[src/rtl/counter_pkg.sv]
// -----------------------------------------------------------------------------
// counter_pkg
// Shared definitions for the counter family.
//   DIR_UP / DIR_DN : encodings of the 'up' direction input
//   clog2()         : ceiling log2, usable in elaboration-time expressions
// -----------------------------------------------------------------------------
package counter_pkg;

  localparam logic DIR_UP = 1'b1;
  localparam logic DIR_DN = 1'b0;

  // Number of bits needed to hold values 0..value-1. Returns 0 for value <= 1.
  function automatic int unsigned clog2(input longint unsigned value);
    longint unsigned v;
    int unsigned     n;
    n = 0;
    v = (value > 0) ? value - 1 : 0;
    while (v != 0) begin
      v = v >> 1;
      n++;
    end
    return n;
  endfunction

endpackage : counter_pkg

[src/rtl/updown_mod_counter.sv]
// -----------------------------------------------------------------------------
// updown_mod_counter
// Synchronous modulo-N up/down counter with parallel load, wrap-or-saturate
// behaviour at the range ends, a combinational terminal-count output and a
// sticky range-end flag.
//
// Parameters
//   WIDTH    : counter width in bits (1..32)
//   MODULUS  : count range 0..MODULUS-1 (2..2**WIDTH)
//   SATURATE : 0 = wrap at range ends, 1 = hold at range ends
//
// Ports
//   clk      : clock, all state changes on the rising edge
//   rst      : asynchronous active-low reset (q=0, ovf=0)
//   en       : count enable
//   up       : direction, 1 = up, 0 = down
//   load     : synchronous load, takes priority over en
//   load_val : value to load, clamped to MODULUS-1
//   clr_ovf  : clears ovf (a simultaneous range-end event wins)
//   q        : registered count
//   tc       : terminal count, high in the cycle before a range-end event
//   ovf      : sticky range-end flag
// -----------------------------------------------------------------------------
module updown_mod_counter
  import counter_pkg::*;
#(
  parameter int              WIDTH    = 4,
  parameter longint unsigned MODULUS  = 16,
  parameter bit              SATURATE = 1'b0
) (
  input  logic             clk,
  input  logic             rst,
  input  logic             en,
  input  logic             up,
  input  logic             load,
  input  logic [WIDTH-1:0] load_val,
  input  logic             clr_ovf,
  output logic [WIDTH-1:0] q,
  output logic             tc,
  output logic             ovf
);

  // Reject illegal parameterisations while elaborating.
  if (WIDTH < 1 || WIDTH > 32) begin : g_bad_width
    $error("updown_mod_counter: WIDTH must be in 1..32");
  end
  if (MODULUS < 2 || clog2(MODULUS) > WIDTH) begin : g_bad_modulus
    $error("updown_mod_counter: MODULUS must be in 2..2**WIDTH");
  end

  // Range constants held one bit wider than q so MODULUS = 2**WIDTH is exact.
  localparam longint unsigned MAX_L = MODULUS - 1;
  localparam logic [WIDTH:0]  MOD_W = MODULUS[WIDTH:0];
  localparam logic [WIDTH:0]  MAX_W = MAX_L[WIDTH:0];
  localparam logic [WIDTH:0]  ONE_W = {{WIDTH{1'b0}}, 1'b1};

  logic [WIDTH:0]   w_q_ext;
  logic [WIDTH:0]   w_inc;
  logic [WIDTH:0]   w_dec;
  logic             w_unused_msb;
  logic             w_at_max;
  logic             w_at_zero;
  logic             w_load_ok;
  logic             w_range_end;
  logic [WIDTH-1:0] w_q_next;
  logic             w_ovf_next;

  assign w_q_ext   = {1'b0, q};
  assign w_inc     = w_q_ext + ONE_W;
  assign w_dec     = w_q_ext - ONE_W;
  // The extra bit never sets on the paths that use these results: increment
  // is only taken below MAX, decrement only above zero.
  assign w_unused_msb = w_inc[WIDTH] ^ w_dec[WIDTH];

  assign w_at_max  = (w_q_ext == MAX_W);
  assign w_at_zero = (q == '0);
  assign w_load_ok = ({1'b0, load_val} < MOD_W);

  // A range-end event is an enabled, unloaded step off either end of the range.
  assign w_range_end = en & ~load &
                       (((up == DIR_UP) & w_at_max) | ((up == DIR_DN) & w_at_zero));
  assign tc = w_range_end;

  // NOTE: every signal written in always_comb gets a default on entry, so no
  // path leaves it unassigned and no latch is inferred.
  always_comb begin
    w_q_next   = q;
    w_ovf_next = ovf & ~clr_ovf;

    if (load) begin
      w_q_next = w_load_ok ? load_val : MAX_W[WIDTH-1:0];
    end else if (en) begin
      if (up == DIR_UP) begin
        if (w_at_max) w_q_next = SATURATE ? q : '0;
        else          w_q_next = w_inc[WIDTH-1:0];
      end else begin
        if (w_at_zero) w_q_next = SATURATE ? q : MAX_W[WIDTH-1:0];
        else           w_q_next = w_dec[WIDTH-1:0];
      end
    end

    // Set beats clear when both happen on the same edge.
    if (w_range_end) w_ovf_next = 1'b1;
  end

  // NOTE: state registers use non-blocking assignments so every flop samples
  // the pre-edge values regardless of statement order.
  always_ff @(posedge clk or negedge rst) begin
    if (!rst) begin
      q   <= '0;
      ovf <= 1'b0;
    end else begin
      q   <= w_q_next;
      ovf <= w_ovf_next;
    end
  end

endmodule : updown_mod_counter

[config.mk]
export PLATFORM = sky130hd
export DESIGN_NAME = updown_mod_counter
export DESIGN_NICKNAME = d
export VERILOG_FILES = /design/src/rtl/counter_pkg.sv /design/src/rtl/updown_mod_counter.sv
export SDC_FILE = /design/constraint.sdc
export NUM_CORES = 1
export LEC_CHECK = 0
export BUFFER_PORTS_ARGS = -buffer_cell sky130_fd_sc_hd__buf_4
export CORE_AREA = 3 3 40 42
export DETAILED_ROUTE_END_ITERATION = 7
export DIE_AREA = 0 0 43 45
export PLACE_DENSITY_LB_ADDON = 0.08
export SETUP_SLACK_MARGIN = 0.5
export SYNTH_ARGS = -nofsm -noshare
export SYNTH_HDL_FRONTEND = slang
export SYNTH_SLANG_ARGS = --single-unit
[constraint.sdc]
create_clock -name clk -period 4.39 [get_ports clk]
set_input_delay 0.6585 -clock clk [delete_from_list [all_inputs] [get_ports clk]]
set_output_delay 0.6585 -clock clk [all_outputs]
set_load 0.005 [all_outputs]
* After elaboration in Yosys (flattened, before gate mapping)
Index checks and enable logic that the tools add are counted.
** Storage, ports and cells
- Flip-flop bits (word level) :: 5
- Word-level logic and storage cells :: 22
** Operators by class
- Reductions and logical operators :: 2
- Equal/unequal tests :: 1
- $add $sub $neg :: 2
- Bitwise logic cells :: 9
- Mux-type cells :: 6
** Operator list (count)
- 4-bit two-way mux :: 5
- 1-bit AND :: 5
- 4-bit by 1-bit adder with 4-bit output (second input constant) :: 1
- 4-bit equality test (second input constant) :: 1
- 4-bit logical NOT :: 1
- 4-bit by 1-bit subtractor with 4-bit output (second input constant) :: 1
- 1-bit NOT :: 3
- 2-bit nonzero test :: 1
- 1-bit two-way mux :: 1
- 1-bit OR :: 1

* Depth between registers and ports, before layout
Gate-level depths: netlist (run 1).
- Depth in word-level cells :: 5
- Mapped depth :: 7
- Mapped depth without buffers :: 6

* Least setup slack after synthesis (run 1)
Ideal clock, no wire load.
- Kind :: input port to output port
- Start :: in up
- End :: out tc
- Arrival time :: 1.477 ns
- Required time :: 3.732 ns
- Path slack :: 2.255 ns
- Cell stages on the path :: 4
- Path through :: buf_2 > or3b_4 > o21ai_1 > nor3b_2
** On the way
- Longest elaborated chain between the ends :: 4
** RTL lines
- start: declaration :: RTL line updown_mod_counter.sv:34 : input logic up,
- 1-bit NOT :: RTL line updown_mod_counter.sv:81 : (((up == DIR_UP) & w_at_max) | ((up == DIR_DN) & w_at_zero));
- 1-bit AND :: RTL line updown_mod_counter.sv:81
- 1-bit OR * :: RTL line updown_mod_counter.sv:81
- 1-bit AND * :: RTL line updown_mod_counter.sv:80 : assign w_range_end = en & ~load &
- end: declaration :: RTL line updown_mod_counter.sv:39 : output logic tc,
Every way passes the cells marked *; elsewhere a longest branch is shown, timed or not.

* Worst setup path in the final report (run 1)
- Start :: reg q[0]
- End :: out tc
** On the way
- Longest elaborated chain between the ends :: 4
** RTL lines
- start: declaration :: RTL line updown_mod_counter.sv:38 : output logic [WIDTH-1:0] q,
- start signal: assignment :: RTL line updown_mod_counter.sv:113 : q <= w_q_next;
- 4-bit equality test or 4-bit logical NOT (tied branches) :: RTL line updown_mod_counter.sv:75, updown_mod_counter.sv:76
- 1-bit AND :: RTL line updown_mod_counter.sv:81
- 1-bit OR * :: RTL line updown_mod_counter.sv:81
- 1-bit AND * :: RTL line updown_mod_counter.sv:80
Marked as above.

==> results.cfg, run 1 <==
[outcome]
run_status = complete, no violations

[logic_synthesis]
synth.cell_area_um2 = 407
synth.avg_cell_area_um2 = 8.84
synth_cell_types = 27
yosysWarnings = 0
yosysSeqAreaShare = 0.308
yosys_register_bits = 5
synth_cells = 46
synth_nets = 58
async_flop_share = 1.00
ys.flop_type = dfrtp_1
synth-edff-count = 0

[floorplanning]
num_rows = 13
core_area_um2 = 1280
die_w_um = 43
ioPinCount = 16
die_area_um2 = 1940
die_y_um = 45
start_util = 0.316

[timing]
setup_ws_ps = 1870
hold_viol = 0
setup_viol = 0
slew_headroom = 0.788
worst_pin_slew_ps = 317
fmax_ghz = 0.397
slew_viol_final = 0
rsz0062_at_grt = no
skew_ps = 2.61
min_period_over_period = 0.573
fin_tns_setup_ps = 0
finalCriticalPeriod_ps = 2520

[finish]
final_common_cell = buf_4
fillCellCount = 137
post-route-util = 0.420
diodes = 0
area_growth_syn_to_layout_pct = 32.6
drive_gt1_frac = 0.393
final_cell_mix = buf_4 (15), dfrtp_1 (5), inv_1 (4), a21oi_1 (4)
finalNetCount = 74

[critical_path]
reg2reg_to = q[0]
worstSetupStartpointType = flip-flop
r2r_slack_ps = 2690
crit_start = q[0]
rr_startpoint = q[0]
crit_fanout = 10
crit_type = flip-flop to output port
arrival_ps = 1860
endpoint_kind = output port
worstRegToRegCells = 6
cp-endpoint = tc
crit_required_ps = 3730

[clock_network]
post_cts.repair.setup_buffers = 0
cts.repair.resized = 0
cts_made_buffers = 3
cts_buffer_depth = 2
h-tree-depth = 1
hold_buffers = 0
clock_latency_ps = 240
cts_root_buffer = clkbuf_4
cts_tree = yes
clock-sinks = 5
clk_pin_slew_ps = 40

[power]
swShare = 0.305
p_int_w = 0.000115
seqPwrFrac = 0.380
pwr-share-comb = 0.299
total_power_w = 0.000165
power.switching_w = 0.0000502
powerDensity_nw_per_um2 = 306
ir_drop_v = 0.000182
leakage_nw = 0.266
p_clk_frac = 0.321

[detailed_routing]
routed_via_density = 4.87
dr.pass1.iters = 2
postRouteAntennaNets = 0
avgRoutedWirePerCell_um = 10.8
vias = 370
drc = 0
wl_um = 818
drtIter0Drc = 1

[run]
drv_cap = 0

[placement]
dp_slack_ps = 2110
gp_congestion = 0.659
portBuffers = 15
post-dp-hpwl_um = 636

[global_routing]
overflow = 0
grt_max_degree = 11
antenna_found_initial = 0
grt_use_total = 0.0954
grt_pass1_wl_mm = 1.34
grt_pass1_vias = 312

[worst_hold_path]
hp-class = input pin to async pin
## critical path, stage by stage (launching register included)
cell and delay (ps):
dfrtp_1 480, inv_1 100, ha_1 200, or3b_4 400
o21ai_1 110, nor3b_2 200, buf_4 140
## per-stage QoR
step           instance area, µm²  hold WS, ps  instances
4_1_cts                       539          199         76
6_report                      539          206         76
3_5_place_dp                  513          463         72
5_1_grt                       539          200         76
3_3_place_gp                  513          467         72
2_1_floorplan                 407          363         46
## synthesized netlist by cell type (2+ instances only)
library cell  instances  area share
ha_1                  2       0.062
inv_1                 4       0.037
nor2_1                2       0.018
o31ai_1               2       0.037
dfrtp_1               5        0.31
nand2_1               3       0.028
a21oi_1               4       0.049
buf_2                 2       0.025
o21ai_0               3       0.037
a21o_1                2       0.037
## power groups by stage
stage / registers [W] / logic, W / clock network, W
final: 0.0000627 / 0.0000493 / 0.0000529
after detailed placement: 0.0000633 / 0.0000494 / 0
after global placement: 0.0000635 / 0.0000502 / 0
after floorplan: 0.0000581 / 0.0000374 / 0
after CTS: 0.0000626 / 0.0000498 / 0.0000558
after global routing: 0.0000646 / 0.0000548 / 0.0000582
## cells by family after synthesis
family / count (synthesis) / share of synthesized area
multiplexers: 1 / 0.0246
adder cells (fa/ha/maj): 2 / 0.0615
flip-flops: 5 / 0.308
buffers and inverters: 8 / 0.0984
AO/OA/AOI/OAI: 18 / 0.317
XOR/XNOR: 2 / 0.0431
AND/OR/NAND/NOR: 10 / 0.148
## sequential cells by signal, indices dropped and copies added (netlist names)
register,count
ovf,1
q,4
## how the worst min path moves through the flow
stage / endpoint / slack [ps]
after detailed placement: ovf / 460
final: ovf / 210
after floorplan: ovf / 360
after CTS: ovf / 200
after global routing: ovf / 200
after global placement: ovf / 470
## routing by layer
| layer | up-vias | share of wire | track usage |
|---|---|---|---|
| li1 | 191 | - | - |
| met1 | 160 | 0.49 | 0.127 |
| met2 | 16 | 0.39 | 0.129 |
| met3 | 3 | 0.083 | 0.0159 |
| met4 | 0 | 0.034 | 0.0904 |
| met5 | - | 0 | 0 |
## final cells by class
cell class                      count  area (µm²)  share of cell area
Clock buffer                        4        26.3              0.0487
Inverter                            4        15.0              0.0278
Multi-Input combinational cell     33         241               0.448
Sequential cell                     5         125               0.232
Tap cell                           15        18.8              0.0348
Timing Repair Buffer               15         113               0.209
(Power assumes the default switching activity.)
==> run 2, diff against run 1 <==
- clock period: 4.39 -> 2.4 ns (I/O delays scaled with it)
==> run 2 against run 1 <==
Net effect:
- clock-buffer cell count unchanged
- combinational power grew 140%
- routed wire length rose by 19%
- die area unchanged
- critical path type unchanged
- highest routed layer unchanged
==> results.cfg, run 2 (same netlist as run 1, synthesis figures left out) <==
[clock_network]
cts_root_buffer = clkbuf_4
clock_latency_ps = 250
h-tree-depth = 1
cts_tree = yes
cts_buffer_depth = 2
clk_pin_slew_ps = 40
clock-sinks = 5
cts_made_buffers = 3

[timing]
slew_headroom = 0.801
rsz0062_at_grt = yes
worst_pin_slew_ps = 298
hold_viol = 0
fin_tns_setup_ps = 0
fmax_ghz = 0.493
worst_hold_slack_ps = 321
slew_viol_final = 0
finalCriticalPeriod_ps = 2030
min_period_over_period = 0.845
skew_ps = 4.80
setup_viol = 0

[global_routing]
grt_pass1_vias = 408
grt_pass1_wl_mm = 1.66
antenna_found_initial = 0
overflow = 0
grt_max_degree = 10
grt_use_total = 0.116

[finish]
finalNetCount = 80
fillCellCount = 136
diodes = 0
drive_gt1_frac = 0.507
largestRegisters = q (4), ovf (1)
area_growth_syn_to_layout_pct = 48.6
largest_reg_flops = 4
final_area_um2 = 604
final_cell_mix = buf_4 (20), a21oi_1 (4), dfrtp_1 (4)
final_common_cell = buf_4
largest_register = q

[floorplanning]
die_w_um = 43
die_area_um2 = 1940
ioPinCount = 16
die_y_um = 45
start_util = 0.316
core_area_um2 = 1280
num_rows = 13

[outcome]
run_status = complete, no violations

[power]
powerDensity_nw_per_um2 = 542
seqPwrFrac = 0.329
leakage_nw = 0.295
pwr-share-comb = 0.364
ir_drop_v = 0.000294
p_clk_frac = 0.306
swShare = 0.313
power.switching_w = 0.000102
p_int_w = 0.000225

[critical_path]
slowest_stage = dfrtp_2
crit_fanout = 2
max_stage_delay_ps = 400
crit_chain = inv_2, ha_4, or3b_4, o21ai_2, nor3b_2, buf_4
crit_type = flip-flop to output port
arrival_ps = 1670
worstSetupStartpointType = flip-flop
endpoint_kind = output port
crit_required_ps = 2040
crit_family = simple AND/OR/NAND/NOR gates
cp.buffers_inverters = 2

[placement]
place_area_um2 = 520
portBuffers = 15
gp_congestion = 0.655

[detailed_routing]
routed_via_density = 4.93
dr.pass1.iters = 3
drtIter0Drc = 4
wl_um = 973
drc = 0
avgRoutedWirePerCell_um = 11.9
vias = 404
postRouteAntennaNets = 0

[worst_hold_path]
hp-class = input pin to flip-flop

[run]
drv_cap = 0
[run 2: worst paths after layout]
path | start | to | slack [ps] | cells after the start
setup / recovery | q[1] | tc | 370 | 6
hold / removal | load_val[2] | q[2] | 320 | 3
setup reg to reg | q[1] | q[0] | 770 | 7
hold reg to reg | ovf | ovf | 490 | 1
max in group asynchronous | rst | q[1] | 1820 | 2
min in group asynchronous | rst | ovf | 450 | 2
[run 2: per-stage QoR]
step	util	worst slack, ps	cells	power (W)
detailed placement	0.405	487	73	0.000210
global route	0.470	279	82	0.000354
CTS	0.467	359	82	0.000333
floorplan	-	605	46	0.000175
global placement	0.405	493	73	0.000210
finish	0.470	372	82	0.000327
[run 2: worst min-delay path: stages]
cell	delay, ps
buf_4	70
nand2_1	30
o21ai_0	60
[run 2: repair_timing]
| action | CTS | global route |
|---|---|---|
| setup buffers | 4 | 0 |
| gates resized for setup | 5 | 1 |
| pin swaps | 2 | 1 |
| hold buffers | 1 | 0 |
| endpoints found under the setup margin | 1 | 1 |
| endpoints found under the hold margin | 5 | 0 |
| gates cloned | 0 | 0 |
[run 2: power groups by stage]
stage	registers [W]	clock network [W]	logic, W
2_1_floorplan	0.000106	0	0.0000685
3_3_place_gp	0.000111	0	0.0000995
3_5_place_dp	0.000111	0	0.0000991
4_1_cts	0.000107	0.000106	0.000120
5_1_grt	0.000110	0.000111	0.000133
6_report	0.000108	0.000100	0.000119
[run 2: routing by layer]
metal  up-vias  track usage  wire [µm]
met5         -            0          0
met4         0       0.0904         16
met3         2       0.0159         47
met2        15        0.186        444
met1       181        0.141        464
li1        206            -          -
[run 2: cell type report]
type / instances / area, µm² / area share
Multi-Input combinational cell: 33 / 258 / 0.427
Timing Repair Buffer: 21 / 160 / 0.265
Sequential cell: 5 / 126 / 0.209
Clock buffer: 4 / 26.3 / 0.0435
Tap cell: 15 / 18.8 / 0.0311
Inverter: 4 / 15.0 / 0.0248
==> run 3, diff against run 2 <==
- ABC_AREA: default -> 1
- clock period: 2.4 -> 1.9 ns (I/O delays scaled with it)
==> run 3 against run 2 <==
Net effect:
- worst hold slack got worse by 120 ps
- final cell count up 30%
- clock power is 23% higher
- routed wire length is 34% higher
- combinational power rose by 49%
- synthesized cell count increased by 28%
- critical path depth grew 1
- critical endpoint unchanged
- largest cell class unchanged
- highest routed layer unchanged
==> results.cfg, run 3 <==
[outcome]
run_status = complete, no violations

[detailed_routing]
routed_via_density = 4.65
vias = 498
wl_mm = 1.30
postRouteAntennaNets = 0
avgRoutedWirePerCell_um = 12.1
drc = 0
drtIter0Drc = 6
dr.pass1.iters = 4

[finish]
regArea_um2 = 129
multi_input_area_um2 = 288
drive_gt1_frac = 0.554
final_cells = 107
diodes = 0
largestRegisters = q (4), ovf (1)
fillCellCount = 118
largest_register = q
largest_reg_flops = 4
finalNetCount = 105
final_common_cell = buf_4
area_growth_syn_to_layout_pct = 80.3
final_cell_mix = buf_4 (24), nand2_1 (16), inv_1 (7), buf_6 (5)

[logic_synthesis]
synth_most_common_cell = nand2_1
async_flop_share = 1.00
synthTopCellsByCount = nand2_1 (18), inv_1 (11), dfrtp_1 (5), nand3_1 (5), nor2_1 (3)
synth_cell_types = 18
synth.cell_area_um2 = 419
synth_top_area_frac = 0.299
yosys_register_bits = 5
ys.flop_type = dfrtp_1
yosysTopAreaCell = dfrtp_1
synth-edff-count = 0
synth_nets = 71
synth_area_leaders = dfrtp_1 (30%), nand2_1 (16%), inv_1 (9.9%)
synth.avg_cell_area_um2 = 7.10
synth_cells = 59
yosysSeqAreaShare = 0.299
yosysWarnings = 0

[critical_path]
endpoint_kind = output port
crit_chain = inv_4, ha_4, nand4_1, nand2_2, nand2_2, inv_2, buf_6
crit_family = flip-flops
worstSetupStartpointType = flip-flop
slowest_stage = dfrtp_2
cp.buffers_inverters = 3
worstRegToRegCells = 11
crit_required_ps = 1620
crit_type = flip-flop to output port
cp_common_cell = nand2_2
max_stage_delay_ps = 450
arrival_ps = 1360
r2r_slack_ps = 270
crit_start = q[0]
cp-endpoint = tc
rr_startpoint = q[0]
crit_cells = 7
reg2reg_to = q[0]
crit_fanout = 4

[global_routing]
grt_max_degree = 9
grt_use_total = 0.142
antenna_found_initial = 0
grt_pass1_wl_mm = 2.05
grt_pass1_vias = 512
overflow = 0

[power]
powerDensity_nw_per_um2 = 599
leakage_nw = 0.391
total_power_w = 0.000452
ir_drop_v = 0.000302

[timing]
worst_pin_slew_ps = 305
hold_viol = 0
setup_ws_ps = 259
min_period_over_period = 0.863
fmax_ghz = 0.610
slew_viol_final = 0
rsz0062_at_grt = yes
setup_viol = 0
slew_headroom = 0.797
skew_ps = 4.97
finalCriticalPeriod_ps = 1640
fin_tns_setup_ps = 0

[floorplanning]
die_y_um = 45
start_util = 0.326
die_w_um = 43
die_area_um2 = 1940
ioPinCount = 16
core_area_um2 = 1280
num_rows = 13

[placement]
place_inst = 88
dp_slack_ps = 391
post-dp-hpwl_um = 786
gp_congestion = 0.754
portBuffers = 15

[clock_network]
h-tree-depth = 1
clock_latency_ps = 240
cts_root_buffer = clkbuf_4
cts_buffer_depth = 2
cts_made_buffers = 3
cts_tree = yes
clk_pin_slew_ps = 50
clock-sinks = 5

[worst_hold_path]
hp-class = input pin to flip-flop

[run]
drv_cap = 0
run 3: worst min path at each step:
| stage | start | to | cells after the start | slack [ps] |
|---|---|---|---|---|
| floorplan | rst | ovf | 0 | -10 |
| global placement | rst | q[2] | 1 | 90 |
| detailed placement | rst | q[3] | 1 | 90 |
| CTS | clr_ovf | ovf | 2 | 200 |
| global route | clr_ovf | ovf | 2 | 200 |
| finish | clr_ovf | ovf | 2 | 200 |
run 3: per-layer routing:
layer	part of all wire	up-vias	routed length, µm	global-route usage
li1	-	253	-	-
met4	0.022	0	29	0.0542
met2	0.53	18	693	0.263
met3	0.040	4	52	0.0359
met1	0.40	223	524	0.156
met5	0	-	0	0
run 3: worst register-to-register path: stages (launching register included):
cell      delay, ps
dfrtp_2         420
ha_4            180
nand3_4          90
nor2_4          100
inv_2            50
buf_4           130
buf_6           100
buf_6           100
buf_6           100
buf_6           100
nand3_2          50
o211ai_1         80
run 3: metrics by stage:
step | instance area [µm²] | hold slack [ps] | utilization
after floorplan | 419 | -10.6 | -
after global placement | 539 | 93.9 | 0.420
after detailed placement | 539 | 92.9 | 0.420
after CTS | 681 | 203 | 0.530
after global routing | 756 | 197 | 0.588
final | 756 | 201 | 0.588
run 3: report_power, final:
group          internal, W  leakage [nW]  switching, W  total (W)
sequential        0.000121        0.0585     0.0000312   0.000152
combinational    0.0000952         0.318     0.0000815   0.000177
clock            0.0000794        0.0150     0.0000439   0.000123
total             0.000296         0.391      0.000157   0.000452
run 3: layout make-up:
class                      instances  area share
multi-input combinational         41       0.381
timing repair buffer              30       0.326
sequential                         5       0.171
inverter                          12      0.0629
clock buffer                       4      0.0348
tap                               15      0.0248
run 3: timing repair:
item,CTS,global route
buffers inserted,11,3
endpoints found under the setup margin,1,4
hold endpoints to repair,5,0
pin swaps,2,6
hold buffers,1,0
resized for setup,8,15
run 3: logic make-up (layout without fill, tap and decap cells):
kind of cell / after synthesis / in the layout / share of synthesized area
buf+inv: 13 / 46 / 0.134
fa+ha+maj: 2 / 2 / 0.0597
compound gates: 5 / 5 / 0.0985
flops: 5 / 5 / 0.299
xor+xnor: 2 / 2 / 0.0418
simple gates: 32 / 32 / 0.367
